==> config.mk <==
export PLATFORM = sky130hd
export DESIGN_NAME = lcd_cfah_bus_engine
export DESIGN_NICKNAME = d
export VERILOG_FILES = /design/src/rtl/lcd_cfah_bus_engine.sv
export SDC_FILE = /design/constraint.sdc
export NUM_CORES = 1
export LEC_CHECK = 0
export ABC_CLOCK_PERIOD_IN_PS = 5600
export CELL_PAD_IN_SITES_DETAIL_PLACEMENT = 0
export CELL_PAD_IN_SITES_GLOBAL_PLACEMENT = 1
export CORE_ASPECT_RATIO = 0.7
export CORE_MARGIN = 1.5
export CORE_UTILIZATION = 42
export DETAILED_ROUTE_END_ITERATION = 6
export PLACE_DENSITY_LB_ADDON = 0.1
export SYNTH_ARGS = -nofsm -noshare
export SYNTH_HDL_FRONTEND = slang
export SYNTH_SLANG_ARGS = --single-unit
==> constraint.sdc <==
create_clock -name clk -period 5.6 [get_ports clk]
set_clock_uncertainty 0.1 [all_clocks]
set_input_delay 0.84 -clock clk [delete_from_list [all_inputs] [get_ports clk]]
set_output_delay 0.84 -clock clk [all_outputs]
set_load 0.05 [all_outputs]
==> src/rtl/lcd_cfah_bus_engine.sv <==
// HD44780-compatible register read/write engine for the CFAH1602 path, 8-bit or nibble bus per request.
// Optional build macro LCD_BUSY_POLL_EN: replace the fixed post-transfer wait with busy-flag polling on writes.
module lcd_cfah_bus_engine #(
    parameter int unsigned G_CLK_PERIOD_NS      = 20,
    parameter int unsigned G_T_AS_NS            = 60,
    parameter int unsigned G_T_PW_NS            = 460,
    parameter int unsigned G_T_H_NS             = 20,
    parameter int unsigned G_T_CYC_NS           = 1000,
    parameter int unsigned G_EXEC_WAIT_NS       = 40000,
    parameter int unsigned G_POLL_TIMEOUT       = 1024,
    parameter bit          G_BIDIR_SEL_POLARITY = 1'b1
) (
    input  logic       clk,
    input  logic       rst,
    input  logic       i_start,
    input  logic       i_rs,
    input  logic       i_rw,
    input  logic [7:0] i_wdata,
    input  logic       i_nibble,
    output logic       o_ready,
    output logic       o_done,
    output logic [7:0] o_rdata,
    output logic       o_timeout,
    output logic       o_lcd_rs,
    output logic       o_lcd_rw,
    output logic       o_lcd_en,
    output logic [7:0] o_lcd_wdata,
    input  logic [7:0] i_lcd_data,
    output logic       o_bidir_sel
);

    function automatic int unsigned ns_to_cycles(input int unsigned ns);
        int unsigned c;
        c = (ns + G_CLK_PERIOD_NS - 1) / G_CLK_PERIOD_NS;
        return (c < 1) ? 1 : c;
    endfunction

    localparam int unsigned N_AS      = ns_to_cycles(G_T_AS_NS);
    localparam int unsigned N_PW      = ns_to_cycles(G_T_PW_NS);
    localparam int unsigned N_H       = ns_to_cycles(G_T_H_NS);
    localparam int unsigned N_CYC_RAW = ns_to_cycles(G_T_CYC_NS);
    localparam int unsigned N_CYC     = (N_CYC_RAW > N_AS + N_PW + N_H) ? N_CYC_RAW : N_AS + N_PW + N_H;
    localparam int unsigned N_EXEC    = ns_to_cycles(G_EXEC_WAIT_NS);
    localparam int unsigned CNT_MAX_A = (N_CYC > N_EXEC) ? N_CYC : N_EXEC;
    localparam int unsigned CNT_MAX   = (CNT_MAX_A > G_POLL_TIMEOUT) ? CNT_MAX_A : G_POLL_TIMEOUT;
    localparam int unsigned CNT_W     = $clog2(CNT_MAX + 1);
    localparam logic        BIDIR_DRV = G_BIDIR_SEL_POLARITY;

    typedef enum logic [2:0] {
        S_IDLE, S_SETUP, S_PULSE, S_HOLD, S_GAP, S_POST, S_DONE
    } state_t;

    state_t             state, nxt_state;
    logic [CNT_W-1:0]   cnt, nxt_cnt;
    logic               acc_idx, nxt_acc;
    logic               req_rs, req_rw, req_nibble, polling;
    logic               nxt_req_rs, nxt_req_rw, nxt_req_nibble, nxt_polling;
    logic [7:0]         req_wdata, nxt_req_wdata, rd_buf, nxt_rd_buf, nxt_rdata;
    logic               nxt_done, nxt_timeout, nxt_lcd_rs, nxt_lcd_rw, nxt_drive;
    logic [7:0]         nxt_lcd_wdata;
    logic               start_acc, end_acc, go_done;
`ifdef LCD_BUSY_POLL_EN
    logic [CNT_W-1:0]   poll_cnt, nxt_poll_cnt;
    logic               bf, nxt_bf;
`endif

    // Next-state and next-output decode; every registered output is loaded from here.
    always_comb begin
        nxt_state      = state;
        nxt_cnt        = cnt + CNT_W'(1);
        nxt_acc        = acc_idx;
        nxt_req_rs     = req_rs;
        nxt_req_rw     = req_rw;
        nxt_req_wdata  = req_wdata;
        nxt_req_nibble = req_nibble;
        nxt_polling    = polling;
        nxt_rd_buf     = rd_buf;
        nxt_rdata      = o_rdata;
        nxt_done       = 1'b0;
        nxt_timeout    = 1'b0;
        nxt_lcd_rs     = o_lcd_rs;
        nxt_lcd_rw     = o_lcd_rw;
        nxt_lcd_wdata  = o_lcd_wdata;
        start_acc      = 1'b0;
        end_acc        = 1'b0;
        go_done        = 1'b0;
`ifdef LCD_BUSY_POLL_EN
        nxt_poll_cnt   = poll_cnt;
        nxt_bf         = bf;
`endif
        case (state)
            S_IDLE, S_DONE: begin
                nxt_state = S_IDLE;
                if (i_start) begin
                    nxt_req_rs     = i_rs;
                    nxt_req_rw     = i_rw;
                    nxt_req_wdata  = i_wdata;
                    nxt_req_nibble = i_nibble;
                    nxt_acc        = 1'b0;
                    nxt_polling    = 1'b0;
                    start_acc      = 1'b1;
                end
            end
            S_SETUP: if (cnt == CNT_W'(N_AS - 1)) nxt_state = S_PULSE;
            S_PULSE: begin
                if (cnt == CNT_W'(N_AS + N_PW - 1)) begin
                    nxt_state = S_HOLD;
                    if (!req_nibble)  nxt_rd_buf      = i_lcd_data;
                    else if (!acc_idx) nxt_rd_buf[7:4] = i_lcd_data[7:4];
                    else              nxt_rd_buf[3:0] = i_lcd_data[7:4];
`ifdef LCD_BUSY_POLL_EN
                    if (!acc_idx) nxt_bf = i_lcd_data[7];
`endif
                end
            end
            S_HOLD: begin
                if (cnt == CNT_W'(N_AS + N_PW + N_H - 1)) begin
                    if (cnt == CNT_W'(N_CYC - 1)) end_acc = 1'b1;
                    else                          nxt_state = S_GAP;
                end
            end
            S_GAP:  if (cnt == CNT_W'(N_CYC - 1)) end_acc = 1'b1;
            S_POST: if (cnt == CNT_W'(N_EXEC - 1)) go_done = 1'b1;
            default: nxt_state = S_IDLE;
        endcase

        // Second nibble, then either the fixed wait or the busy-flag poll loop.
        if (end_acc) begin
            if (req_nibble && !acc_idx) begin
                nxt_acc   = 1'b1;
                start_acc = 1'b1;
            end else begin
`ifdef LCD_BUSY_POLL_EN
                if (req_rw) begin
                    go_done = 1'b1;
                end else if (!polling) begin
                    nxt_polling  = 1'b1;
                    nxt_poll_cnt = '0;
                    nxt_acc      = 1'b0;
                    start_acc    = 1'b1;
                end else if (!bf) begin
                    go_done = 1'b1;
                end else if (poll_cnt == CNT_W'(G_POLL_TIMEOUT - 1)) begin
                    go_done     = 1'b1;
                    nxt_timeout = 1'b1;
                end else begin
                    nxt_poll_cnt = poll_cnt + CNT_W'(1);
                    nxt_acc      = 1'b0;
                    start_acc    = 1'b1;
                end
`else
                nxt_state = S_POST;
                nxt_cnt   = '0;
`endif
            end
        end

        if (start_acc) begin
            nxt_state  = S_SETUP;
            nxt_cnt    = '0;
            nxt_lcd_rs = nxt_req_rs & ~nxt_polling;
            nxt_lcd_rw = nxt_req_rw | nxt_polling;
            if (!nxt_req_nibble) nxt_lcd_wdata = nxt_req_wdata;
            else if (!nxt_acc)   nxt_lcd_wdata = {nxt_req_wdata[7:4], 4'h0};
            else                 nxt_lcd_wdata = {nxt_req_wdata[3:0], 4'h0};
        end

        if (go_done) begin
            nxt_state = S_DONE;
            nxt_done  = 1'b1;
            if (req_rw) nxt_rdata = rd_buf;
        end

        nxt_drive = ((nxt_state == S_SETUP) || (nxt_state == S_PULSE) || (nxt_state == S_HOLD))
                    && !nxt_req_rw && !nxt_polling;
    end

    // State and registered outputs.
    always_ff @(posedge clk) begin
        if (rst) begin
            state       <= S_IDLE;
            cnt         <= '0;
            acc_idx     <= 1'b0;
            req_rs      <= 1'b0;
            req_rw      <= 1'b1;
            req_wdata   <= '0;
            req_nibble  <= 1'b0;
            polling     <= 1'b0;
            rd_buf      <= '0;
            o_ready     <= 1'b1;
            o_done      <= 1'b0;
            o_rdata     <= '0;
            o_timeout   <= 1'b0;
            o_lcd_rs    <= 1'b0;
            o_lcd_rw    <= 1'b1;
            o_lcd_en    <= 1'b0;
            o_lcd_wdata <= '0;
            o_bidir_sel <= ~BIDIR_DRV;
`ifdef LCD_BUSY_POLL_EN
            poll_cnt    <= '0;
            bf          <= 1'b0;
`endif
        end else begin
            state       <= nxt_state;
            cnt         <= nxt_cnt;
            acc_idx     <= nxt_acc;
            req_rs      <= nxt_req_rs;
            req_rw      <= nxt_req_rw;
            req_wdata   <= nxt_req_wdata;
            req_nibble  <= nxt_req_nibble;
            polling     <= nxt_polling;
            rd_buf      <= nxt_rd_buf;
            o_ready     <= (nxt_state == S_IDLE) || (nxt_state == S_DONE);
            o_done      <= nxt_done;
            o_rdata     <= nxt_rdata;
            o_timeout   <= nxt_timeout;
            o_lcd_rs    <= nxt_lcd_rs;
            o_lcd_rw    <= nxt_lcd_rw;
            o_lcd_en    <= (nxt_state == S_PULSE);
            o_lcd_wdata <= nxt_lcd_wdata;
            o_bidir_sel <= nxt_drive ? BIDIR_DRV : ~BIDIR_DRV;
`ifdef LCD_BUSY_POLL_EN
            poll_cnt    <= nxt_poll_cnt;
            bf          <= nxt_bf;
`endif
        end
    end

endmodule

## Word level (Yosys, flattened, before mapping)

Cells that the tools add are included.

- Shift-type cells: 0
- Multiplexer cells: 41
- Bitwise gates (word level): 3
- Magnitude comparators: 0
- Reduce and logical (&&, ||, !) cells: 17
- Divide/modulo/power cells: 0
- $add $sub $neg: 1
- Equality and inequality tests: 17
- Multiply operators: 0

Operators with widths:

| operator | number |
|---|---|
| $mux W8 | 5 |
| $mux W3 | 8 |
| $eq A11 B5 Y1 const B | 2 |
| $mux W1 | 22 |
| $mux W11 | 2 |
| $eq A3 B2 Y1 const B | 4 |
| $eq A3 B3 Y1 const B | 4 |
| $pmux W3 S4 | 1 |
| $add A11 B1 Y11 const B | 1 |
| $eq A11 B11 Y1 const B | 1 |
| $eq A11 B2 Y1 const B | 1 |
| $eq A11 B6 Y1 const B | 1 |
| $mux W4 | 2 |
| $eq A3 B1 Y1 const B | 2 |
| $logic_not A3 Y1 | 2 |
| $reduce_and A3 Y1 | 2 |
| $reduce_or A2 Y1 | 3 |
| $ne A2 B2 Y1 const B | 2 |
| $logic_and A1 B1 Y1 | 3 |
| $logic_not A1 Y1 | 3 |
| $logic_or A1 B1 Y1 | 3 |
| $pmux W1 S2 | 1 |
| $reduce_and A2 Y1 | 1 |
| $and A1 B1 Y1 | 1 |
| 2 further kinds | 2 |

- Bits in read-only memories: 0
- Latch bits: 0
- Bits in writable memories: 0
- Bits of input ports: 22
- Memories kept: 0
- Logic and storage cells: 97
- Bits in registers: 57
- Output and inout port bits: 23

## Longest topological paths before layout

- Word-level depth: 14
- Mapped depth: 8
- Depth with buffers taken out: 7

## Worst setup path before layout

Ideal clock, no wire load.

- Path type: input to register
- Start: input i_start
- End: register o_lcd_wdata[2]
- Stages on the path: 6
- Path buffers: 2
- Arrival: 1.859 ns
- Required time: 5.368 ns
- Library setup time: 0.132 ns
- Slack: 3.509 ns
- Cell sequence: and3b_1 buf_6 buf_2 mux2_2 o211ai_1 a21oi_1

- Cells in the longest elaborated chain, start to end: 4
- Elaborated cells between the ends (all ways): 9
- Classes of those cells: mux (9)

Ends and longest elaborated chain:

| what | line | text |
|---|---|---|
| start, declared | 15 | `input logic i_start,` |
| $mux W1 | 94 | `if (i_start) begin` |
| $mux W1 | 91 | `case (state)` |
| $mux W1 | 129 | `if (req_nibble && !acc_idx) begin` |
| $mux W1 | 128 | `if (end_acc) begin` |
| end signal, assigned | 220 | `o_lcd_wdata <= nxt_lcd_wdata;` |
| end, declared | 27 | `output logic [7:0] o_lcd_wdata,` |

Several ways; a longest one is shown, not always the timed one.
A chain may end at the register's enable or synchronous reset.

## Worst setup path in the final report

- Start: register o_lcd_wdata[1]
- End: output o_lcd_wdata[1]

No word-level cell between the ends.

==> impl_summary.log <==
[metrics] status: completed
[metrics] number of CTS-inserted buffers: 9
[metrics] core area: 5784 sq um
[metrics] Tcrit/Tclk final: 0.4448
[metrics] final critical-path required period: 2.491 ns
[metrics] hold violation total from the final report: 0
[metrics] via count of the first global-routing pass: 1948
[metrics] maximum resistive drop on vdd: 0.1518 mV
[metrics] total half-perimeter wirelength after legalization and detailed placement: 3.946 mm
[metrics] kind of end point of the critical path: output port
[metrics] met2 track demand over resource in global routing: 0.2835
[metrics] sequential share of the synthesized area: 0.4464
[metrics] netlist area before placement: 2556 sq um
[metrics] overall die area: 6571 sq um
[metrics] largest buffer count on any clock path: 2
[metrics] critical path peak fanout: 2
[metrics] global-route wire length before repair: 9.480 mm
[metrics] effective utilization at floorplan: 0.4419
[metrics] number of DRC violations after detailed-routing iteration 0: 103
[metrics] accumulated negative setup slack: 0 ns
[metrics] cell at the root of the clock tree: sky130_fd_sc_hd__clkbuf_8
[metrics] post-route design area: 3254 sq um
[metrics] DRC violations left: 0
[metrics] largest net degree at the start of global routing: 45
[metrics] clock tree from TritonCTS: done
[metrics] met3 Use GR: 0.07222
[metrics] average wire per cell in the routed design: 14.30 microns
[metrics] fin. max-slew vios: 0
[metrics] first-pass iteration count of the detailed router: 4
[metrics] yosys warns: 0
[metrics] maximum achievable frequency: 0.4015 GHz
[metrics] number of antenna violations at the first check in global routing: 0
[metrics] Post-Syn Instances: 282
[metrics] Die W: 96.25 microns
[metrics] cts-stage hold buffer count: 0
[metrics] fraction of final layout cells sized beyond drive strength 1: 0.1098
[metrics] Worst-Skew Late Latency: 0.33 ns
[metrics] Lkg Pwr: 0.001214 uW
[metrics] final setup violation count: 0
[metrics] Slowest cell on crit path: sky130_fd_sc_hd__clkdlybuf4s50_1
[metrics] placed instance area: 3025 sq um
[metrics] category of the worst setup path launch point: flop
[metrics] transition at the pin with the smallest max-transition slack: 0.6173 ns
[metrics] most area-consuming cells after synthesis: sky130_fd_sc_hd__dfxtp_1 (45%), sky130_fd_sc_hd__mux2i_1 (7.8%), sky130_fd_sc_hd__nor2_1 (5.9%)
[metrics] ratio of total power to cell area: 305.8 nW/um^2
[metrics] gr busiest metal: met2
[metrics] GP Congestion: 0.8186
[metrics] remaining global-route overflow: 0
[metrics] met1 track demand over resource in global routing: 0.2679
[metrics] vias after detailed routing: 2053
[metrics] area growth from synthesis to layout: 27.31%
[metrics] post_cts resized: 0
[metrics] fillers: 560
[metrics] global router's overall resource usage: 0.1968
[metrics] max-capacitance violation count: 0
[metrics] Reg clk slew, reported paths: 0.07 ns
[metrics] kind of path behind the tightest hold check: reg -> reg
[metrics] number of levels in the clock H-tree: 3
[metrics] Die Ht: 68.27 microns
[metrics] fin nets: 348
[metrics] mean instance size in the synthesized netlist: 9.065 sq um
[metrics] critical path's largest stage delay: 0.84 ns
[metrics] Routed Antenna Nets: 0
[metrics] Core Rows: 23
[metrics] Post-Synthesis Net Count: 307
[metrics] Post CTS Setup Buffer Count: 0
[metrics] Post-Route WL: 5.764 mm
[metrics] Cell Chain, Critical Path: clkdlybuf4s50_1
[metrics] routed vias/inst: 5.094
[metrics] number of flip-flops and latches in the synthesized netlist: 57
[metrics] kind of cell adding the most delay to the critical path: buffers and inverters
[metrics] Crit path arrival time: 1.55 ns
[metrics] flip-flop cell with the highest count after synthesis: sky130_fd_sc_hd__dfxtp_1
[metrics] data required time at the worst endpoint: 4.66 ns
[metrics] area share of the largest cell type after synthesis: 0.4464
[metrics] total inserted antenna cells: 0
[metrics] cell type with the largest total area after synthesis: sky130_fd_sc_hd__dfxtp_1
[metrics] remaining max-slew budget at the tightest pin: 0.5885
[metrics] number of flops mapped to enable cells by yosys: 0
[metrics] count of cell types in the netlist: 52
[metrics] buffers plus inverters on the worst setup path: 1
[metrics] buffers added on ports: 43
[metrics] RSZ-0062 raised after global routing: no
[metrics] sinks on the clock net: 57
[metrics] Async S/R FF share, synth: 0
[metrics] ports placed on the boundary: 45
[metrics] Worst Setup Path Type: reg -> out
==> final timing paths <==
check                                    start        endpoint  slack [ns]  cells past startpoint
worst min register to register      o_rdata[4]      o_rdata[4]        0.35                      2
worst max register to register          cnt[0]        o_lcd_rw        3.41                      7
worst min-delay path                o_rdata[4]      o_rdata[4]        0.35                      2
worst max-delay path            o_lcd_wdata[1]  o_lcd_wdata[1]        3.11                      1
==> cell usage in the layout (no fill, tap or decap), drive strengths merged, types with 5 or more instances in the layout <==
cell and instances:
clkdlybuf4s50 43, nand2 29, a21oi 17, nor2 41, nand3 14, inv 7
dfxtp 57, mux2i 21, clkbuf 11, nand4 5, xnor2 7, mux2 5
a31oi 5
==> registers in the layout, indices dropped and copies added (netlist names) <==
signal and flops:
o_bidir_sel 1, req_wdata 8, o_rdata 8, req_nibble 1, state 3, o_ready 1
o_lcd_rw 1, req_rs 1, cnt 11, o_lcd_rs 1, o_lcd_wdata 8, polling 1
o_lcd_en 1, acc_idx 1, o_done 1, req_rw 1, rd_buf 8
==> metal layers <==
metal / up-vias / part of all wire
met5: - / 0
met4: 0 / 0.011
met3: 6 / 0.054
met2: 53 / 0.41
met1: 929 / 0.53
li1: 1065 / -
==> per-stage QoR <==
stage | std cells | utilization | setup slack (ns) | power [uW] | hold slack (ns)
after detailed placement | 387 | 0.5230 | 2.761 | 566.1 | 0.3470
after global routing | 403 | 0.5626 | 3.057 | 1035 | 0.3707
after CTS | 403 | 0.5626 | 3.102 | 1004 | 0.3571
after floorplan | 282 | - | 3.509 | 525.9 | 0.3405
final | 403 | 0.5626 | 3.109 | 995.2 | 0.3513
after global placement | 387 | 0.5230 | 2.790 | 565.9 | 0.3394
==> cells by family (layout without fill, tap and decap cells) <==
logic type / after synthesis / count (layout) / synth area share
other: 1 / 1 / 0.001467
flip-flops: 57 / 57 / 0.4464
multiplexers: 26 / 26 / 0.1106
buffers and inverters: 23 / 69 / 0.04063
AO/OA/AOI/OAI: 45 / 45 / 0.1219
adder cells (fa/ha/maj): 3 / 3 / 0.01469
XOR/XNOR: 10 / 10 / 0.03427
AND/OR/NAND/NOR: 117 / 117 / 0.2301
==> report_power, final <==
part	switching [uW]	internal [uW]	leakage, uW	total (uW)
registers	12.6	420	0.000463	432
logic	70.4	55.3	0.000636	126
clock network	164	273	0.000115	437
==> cell type report <==
type / instances / area, sq um / share of cell area
Inverter: 7 / 26.28 / 0.008074
Tap cell: 75 / 93.84 / 0.02884
Clock inverter: 5 / 77.57 / 0.02384
Clock buffer: 11 / 151.4 / 0.04652
Sequential cell: 57 / 1141 / 0.3506
Timing Repair Buffer: 46 / 452.9 / 0.1392
Multi-Input combinational cell: 202 / 1311 / 0.4029
==> synth_stat cells, drive strengths merged (2+ instances only) <==
master / count
a21oi: 17
mux2i: 21
nor2b: 3
o21ai: 2
xor2: 3
a211oi: 4
buf: 7
xnor2: 7
clkbuf: 9
nor2: 41
nor3b: 2
nand4: 5
nand3: 14
and2: 2
nand2b: 2
mux2: 5
nor4: 2
dfxtp: 57
and3b: 2
nand2: 29
and4: 2
ha: 3
o21a: 4
inv: 7
a21boi: 2
or2: 3
o211ai: 4
a31oi: 5
nor3: 3
Power figures use the tool's default switching activity.
